`config.mk`:
```
export PLATFORM = sky130hd
export DESIGN_NAME = rob_commit
export DESIGN_NICKNAME = d
export VERILOG_FILES = /design/src/rtl/rob_commit.sv
export SDC_FILE = /design/constraint.sdc
export NUM_CORES = 1
export LEC_CHECK = 0
export CAP_MARGIN = 10
export CORE_MARGIN = 1.5
export CORE_UTILIZATION = 30
export CTS_BUF_LIST = sky130_fd_sc_hd__clkbuf_4 sky130_fd_sc_hd__clkbuf_8 sky130_fd_sc_hd__clkbuf_16
export DETAILED_ROUTE_END_ITERATION = 16
export GPL_ROUTABILITY_DRIVEN = 0
export GPL_TIMING_DRIVEN = 0
export SYNTH_ARGS = -nofsm -noshare
export SYNTH_HDL_FRONTEND = slang
export SYNTH_SLANG_ARGS = --single-unit
```
`constraint.sdc`:
```
create_clock -name clk -period 7.36 [get_ports clk]
set_clock_uncertainty 0.15 [all_clocks]
set_input_delay 0.736 -clock clk [delete_from_list [all_inputs] [get_ports clk]]
set_output_delay 0.736 -clock clk [all_outputs]
set_load 0.02 [all_outputs]
```
`src/rtl/rob_commit.sv`:
```
// Reorder buffer with dual allocation, writeback completion and in-order dual commit.
// Optional ROB_FLUSH_EN adds a flush input that empties the buffer at the next edge.
module rob_commit #(
  parameter int DEPTH = 16,
  parameter int TAGW  = 4,
  parameter int AW    = 3,
  parameter int PW    = 4
) (
  input  logic            clk,
  input  logic            reset,
`ifdef ROB_FLUSH_EN
  input  logic            flush,
`endif
  input  logic            V1,
  input  logic            V2,
  input  logic [AW-1:0]   ArD1,
  input  logic [AW-1:0]   ArD2,
  input  logic [PW-1:0]   PrD1,
  input  logic [PW-1:0]   PrD2,
  output logic [TAGW-1:0] Tag1,
  output logic [TAGW-1:0] Tag2,
  output logic            stallRR,
  input  logic            wbValid,
  input  logic [TAGW-1:0] wbTag,
  output logic [1:0]      CmtCount,
  output logic [AW-1:0]   CmtArD1,
  output logic [AW-1:0]   CmtArD2,
  output logic [PW-1:0]   CmtPrD1,
  output logic [PW-1:0]   CmtPrD2,
  output logic            robEmpty,
  output logic [TAGW:0]   robCount
);

  localparam logic [TAGW:0] STALL_AT = (TAGW+1)'(DEPTH - 1);
  localparam logic [TAGW:0] TWO      = (TAGW+1)'(2);

  logic [TAGW-1:0] headReg, tailReg;
  logic [TAGW:0]   countReg, countNext;
  logic [TAGW-1:0] headPlus1, slot2;
  logic [DEPTH-1:0] validVec, doneVec;
  logic [AW-1:0]   arDArr [DEPTH];
  logic [PW-1:0]   prDArr [DEPTH];
  logic            allocV1, allocV2, c0, c1, flushNow;
  logic [1:0]      allocNum, ncmt;

`ifdef ROB_FLUSH_EN
  assign flushNow = flush;
`else
  assign flushNow = 1'b0;
`endif

  // Backpressure uses only registered occupancy, so a same-cycle commit never frees a slot.
  assign stallRR   = (countReg >= STALL_AT);
  assign allocV1   = V1 & ~stallRR;
  assign allocV2   = V2 & ~stallRR;
  assign allocNum  = {1'b0, allocV1} + {1'b0, allocV2};
  assign slot2     = V1 ? tailReg + TAGW'(1) : tailReg;
  assign Tag1      = tailReg;
  assign Tag2      = slot2;
  assign headPlus1 = headReg + TAGW'(1);

  assign c0   = (countReg != '0) && doneVec[headReg];
  assign c1   = c0 && (countReg >= TWO) && doneVec[headPlus1];
  assign ncmt = {1'b0, c0} + {1'b0, c1};

  assign countNext = countReg + (TAGW+1)'(allocNum) - (TAGW+1)'(ncmt);
  assign robEmpty  = (countReg == '0);
  assign robCount  = countReg;

  generate
    for (genvar gi = 0; gi < DEPTH; gi++) begin : gEntry
      localparam logic [TAGW-1:0] IDX = TAGW'(gi);
      logic validQ, doneQ;
      logic [AW-1:0] arQ;
      logic [PW-1:0] prQ;
      logic wr1, wr2, cmtHit, wbHit;

      assign wr1    = allocV1 && (tailReg == IDX);
      assign wr2    = allocV2 && (slot2 == IDX);
      assign cmtHit = (c0 && (headReg == IDX)) || (c1 && (headPlus1 == IDX));
      assign wbHit  = wbValid && (wbTag == IDX) && validQ;

      // Allocation only targets free slots, so its priority over commit/writeback never masks a live entry.
      always_ff @(posedge clk or negedge reset) begin
        if (!reset) begin
          validQ <= 1'b0;
          doneQ  <= 1'b0;
          arQ    <= '0;
          prQ    <= '0;
        end else if (flushNow) begin
          validQ <= 1'b0;
          doneQ  <= 1'b0;
        end else if (wr1 || wr2) begin
          validQ <= 1'b1;
          doneQ  <= 1'b0;
          arQ    <= wr1 ? ArD1 : ArD2;
          prQ    <= wr1 ? PrD1 : PrD2;
        end else if (cmtHit) begin
          validQ <= 1'b0;
          doneQ  <= 1'b0;
        end else if (wbHit) begin
          doneQ  <= 1'b1;
        end
      end

      assign validVec[gi] = validQ;
      assign doneVec[gi]  = doneQ;
      assign arDArr[gi]   = arQ;
      assign prDArr[gi]   = prQ;
    end
  endgenerate

  always_ff @(posedge clk or negedge reset) begin
    if (!reset) begin
      headReg  <= '0;
      tailReg  <= '0;
      countReg <= '0;
      CmtCount <= '0;
      CmtArD1  <= '0;
      CmtArD2  <= '0;
      CmtPrD1  <= '0;
      CmtPrD2  <= '0;
    end else if (flushNow) begin
      headReg  <= '0;
      tailReg  <= '0;
      countReg <= '0;
      CmtCount <= '0;
      CmtArD1  <= '0;
      CmtArD2  <= '0;
      CmtPrD1  <= '0;
      CmtPrD2  <= '0;
    end else begin
      headReg  <= headReg + TAGW'(ncmt);
      tailReg  <= tailReg + TAGW'(allocNum);
      countReg <= countNext;
      CmtCount <= ncmt;
      CmtArD1  <= c0 ? arDArr[headReg]   : '0;
      CmtPrD1  <= c0 ? prDArr[headReg]   : '0;
      CmtArD2  <= c1 ? arDArr[headPlus1] : '0;
      CmtPrD2  <= c1 ? prDArr[headPlus1] : '0;
    end
  end

endmodule

```
; Word-level counts from Yosys, hierarchy flattened
; Index checks and enable logic that the tools add are counted.
[word_totals]
reg_bits = 173
input_bits = 23
elab_cells = 469
out_inout_bits = 31
[classes]
magnitude_cmp = 6
bitwise_logic = 5
add_sub_neg = 8
mux = 133
n_reduce_logical = 170
eq_ne = 75
[op_table]
columns = cell, count
row1 = $eq A4 B4 Y1 const B, 40
row2 = $logic_and A1 B1 Y1, 99
row3 = $mux W4, 23
row4 = $mux W1, 82
row5 = $eq A4 B3 Y1 const B, 20
row6 = $mux W3, 22
row7 = $reduce_bool A3 Y1, 16
row8 = $eq A4 B2 Y1 const B, 10
row9 = $bmux W4 S4, 2
row10 = $logic_or A1 B1 Y1, 32
row11 = $reduce_bool A2 Y1, 16
row12 = $bmux W3 S4, 2
row13 = $eq A4 B1 Y1 const B, 5
row14 = $logic_not A4 Y1, 5
row15 = $ge A5 B5 Y1 const B, 2
row16 = $lt A4 B5 Y1 const B, 2
row17 = $not A4 Y5, 2
row18 = $add A4 B1 Y4 const B, 2
row19 = $add A4 B2 Y4, 2
row20 = $bmux W1 S4, 2
row21 = $add A5 B2 Y5, 1
row22 = $ge A5 B2 Y1 const B, 1
row23 = $ge A5 B4 Y1 const B, 1
row24 = $logic_not A5 Y1, 1
row25 = 5 further kinds, 7

; Depth between registers and ports, before layout
[depth]
word_depth = 9
mapped_depth = 21
depth_no_buf = 16

; Least setup slack after synthesis
; OpenSTA, ideal clock, no wires.
[synth_timing]
path_kind = reg-to-reg
from = register headReg[1]
to = register countReg[4], in the netlist robCount[4]
path_slack_ns = 2.493
setup_time_ns = 0.079
required_ns = 7.131
synth_period_minus_slack_ns = 4.867
path_stages_with_launch = 22
path_buffers = 5
t_arrival_ns = 4.638
cell_sequence = dfrtp_1 buf_4 buf_2 buf_2 inv_1 ha_1 clkbuf_1 buf_2 mux4_2 nand2_1 nand3_1 nand3_1 nor3_1 ha_1 ha_1 inv_1 ha_1 fa_1 a21oi_1 nor2_1 nor2_1 xor2_1
[synth_between]
elab_chain_len = 7
elab_cells_between_ends = 10
cone_classes = add/sub: 3 / mux: 4 / reduce/logical: 3
[synth_lines]
columns = item, line_no
row1 = from (decl), 37  ; logic [TAGW-1:0] headReg, tailReg;
row2 = from (signal assigned), 133  ; headReg <= headReg + TAGW'(ncmt);
row3 = "parallel branches: the longest is 5 deep, another holds $add A4 B1 Y4", -
row4 = $add A1 B1 Y2 *, 64  ; assign ncmt = {1'b0, c0} + {1'b0, c1};
row5 = named net ncmt[0], 44  ; logic [1:0] allocNum, ncmt;
row6 = $sub A5 B2 Y5 *, 66  ; assign countNext = countReg + (TAGW+1)'(allocNum) - (TAGW+1)'(ncmt);
row7 = named net countNext[4], 38  ; logic [TAGW:0] countReg, countNext;
row8 = to (signal assigned), 135  ; countReg <= countNext;
row9 = to (decl), 38
; Mark *: on every way through the listed nets, which the timed path passes. The select of a mux whose other input is x is not followed.
; A chain may end at the register's enable or synchronous reset.

; Final worst setup path
; Ends and elaborated chain as after synthesis.

==> results.md <==
- Std-Cell Rows: 70
- Die height: a little under 200 um
- Hold_buf cts: 0
- Period minus WS final: 6.33 ns
- Post-CTS resize count: 0
- First-iteration detailed-routing DRC count: 1,286
- Hold Violations, Final: 0
- H-Tree Depth: 4
- First-pass GRT wire length: between 50,000 and 60,000 um
- Pre-CTS WS: between 1 and 1.5 ns
- CP Launch Type: register
- WP data required: around 7.6 ns
- Leakage power: between 5 and 6 nW
- Overall die area: roughly 38,000 um^2
- Synth Warn #: 0
- TritonRoute pass-1 iters: 7
- Die W: about 200 um
- Seq cells post-synth: ~170
- Largest net degree at the start of global routing: ~110
- Clock Latency Late Sink: about 0.44 ns
- VDD IR max: approximately 0.20 mV
- Critical path's largest stage delay: 0.59 ns
- Final setup fails: 0
- Nets@finish: 1,160
- Crit-path max FO: 10
- Fin. max-slew vios: 0
- Max cap viols: 0
- Fin util: 0.349
- Syn nets: 1,094
- Clk pin slew, worst setup/hold paths: around 0.070 ns
- Most common cell after layout, fill and taps aside: dfrtp_1
- Slowest library cell on the worst path: mux4_2
- Post-synth EDFFs: 0
- Critical path arrival: 6.55 ns
- Total CTS buffers: 17
- DR vias: 9,457
- Cell Pwr Density: between 500 and 600 nW/um^2
- Worst slew margin: 0.114
- Most common cell on crit path: ha_1
- Crit path capture type: register
- Design area: between 10,000 and 15,000 um^2
- Clk root buf: clkbuf_16
- Hold slack: about 0.080 ns
- Buf+Inv Stages, Crit Path: 7
- WL per Instance: roughly 24 um
- Post-route setup slack: just over 1 ns
- Layout Cells excl Fill: approximately 1,600
- Cell Area, Placed: about 12,000 um^2
- Clk sinks: 173
- Antenna-violating nets left: 0
- Core area: 36,400 um^2
- CP top delay family: buffers and inverters
- Syn Std Cell Area: about 11,000 um^2
- Drc violations: 0
- Reg2reg start: headReg[1]$_DFF_PN0_
- Initial antenna violation count: 3
- Post-Syn Instances: 1,042
- Initial Util: 0.304
- Vias in the first global route: 9,256
- Drt via density: between 5 and 6
- # IOs: 54
- CTS tree: built
- Hold Path Class: in2async
- Synth cell types: 58
- Unrepaired setup endpoints after global routing: no
- Number of diodes: 0
- DP HPWL: between 20,000 and 30,000 um
- WS Path Type: reg2reg
- CP Cell Sequence: buf_4 > buf_2 > buf_2 > inv_1 > ha_1 > clkbuf_1 > buf_2 > mux4_2 > nand2_1 > nand3_1 > nand3_1 > nor3_1 > ha_1 > ha_1 > inv_1 > ha_1 > fa_1 > a21oi_1 > nor2_1 > nor2_1 > xor2_1
- Seq/Total Area, Yosys: 0.391
- Total grt overflow: 0
- Setup bufs post-CTS: 0
- Worst reg-to-reg setup slack: 1.03 ns
- WL final: roughly 39,000 um
- Final worst-path cycle share: 0.861
- Most frequent cells in the layout: dfrtp_1 (173), nor2_1 (129), a21oi_1 (90), mux2i_1 (90), mux4_2 (75)
- Async SR Flop Fraction: 1.00
- Top_reg_cell synth: dfrtp_1
- Number of port buffers: between 40 and 50
- Synthesis-to-finish area growth: 14.8%
- Maximum clock rate: around 160 MHz
- Placed insts: about 1,600
- Max clock buf depth: 2
- Critical path origin: headReg[1]$_DFF_PN0_
- Worst-Margin Slew: ~1.3 ns
- Syn avg cell area: 10.6 um^2
- GRT Util Overall: 0.207
- Outcome: completed
- Layout cell share with drive strength beyond 1: 0.144
==> metal layers <==
metal,wire [um],global-route usage,vias to the layer above
met4,1430,0.0833,4
met2,16800,0.304,595
met3,4210,0.0592,108
li1,-,-,4016
met1,16000,0.285,4734
met5,22,0,-
==> Yosys cell counts (15+ instances only) <==
cell type	number	area (um^2)
a211oi_1	18	135
ha_1	25	313
buf_2	19	95.1
nor2_1	129	484
nand2_1	42	158
mux4_2	75	1690
clkbuf_1	40	150
a21oi_1	90	450
o21ai_0	44	220
dfrtp_1	173	4330
a31oi_1	41	257
nand3_1	39	195
nor2b_1	15	93.8
mux2i_1	90	901
inv_1	42	158
==> where the power goes <==
group	internal [mW]	switching, mW
registers	1.42	0.383
clock network	0.480	0.413
logic	1.72	2.16
==> sequential cells by signal, summed over array words and instances, names as in the netlist <==
| register | flops |
|---|---|
| gEntry.arQ | 48 |
| CmtArD1 | 3 |
| CmtCount | 2 |
| CmtArD2 | 3 |
| CmtPrD1 | 4 |
| gEntry.validQ | 16 |
| Tag1 | 4 |
| robCount | 5 |
| CmtPrD2 | 4 |
| gEntry.prQ | 64 |
| headReg | 4 |
| gEntry.doneQ | 16 |
==> cell type report <==
type                    count  area, um^2
clock buffers              19         447
well taps                 468         586
plain buffers              78         352
fillers                  3661       23700
clock inverters            12         114
multi-input cells         747        6220
flip-flops and latches    173        4330
repair buffers             47         493
inverters                  44         166
==> cell families (layout without fill, tap and decap cells) <==
family                     Yosys count  in the layout  synth area share
buffers and inverters              122            200            0.0468
AOI/OAI and AO/OA                  246            246             0.154
xor gates and xnor gates            15             15            0.0132
muxes                              165            165             0.234
adders and majority gates           29             29            0.0355
DFF                                173            173             0.391
and+or+nand+nor                    292            292             0.125
==> per-stage QoR <==
step                power [mW]  TNS (ns)
CTS                       6.52         0
global route              6.97         0
finish                    6.58         0
detailed placement        5.63         0
global placement          5.55   -368.81
floorplan                 4.42         0
==> final timing paths <==
kind	end	cells after the start
worst max-delay path	robCount[4]$_DFF_PN0_	21
worst min-delay path	headReg[3]$_DFF_PN0_	1
worst max register to register	robCount[4]$_DFF_PN0_	21
worst min register to register	gEntry[14].validQ$_DFFE_PN0N_	2
max in group asynchronous	gEntry[1].prQ[0]$_DFFE_PN0P_	2
min in group clk	gEntry[14].validQ$_DFFE_PN0N_	2
No activity file was read; power rests on OpenSTA's default activity.
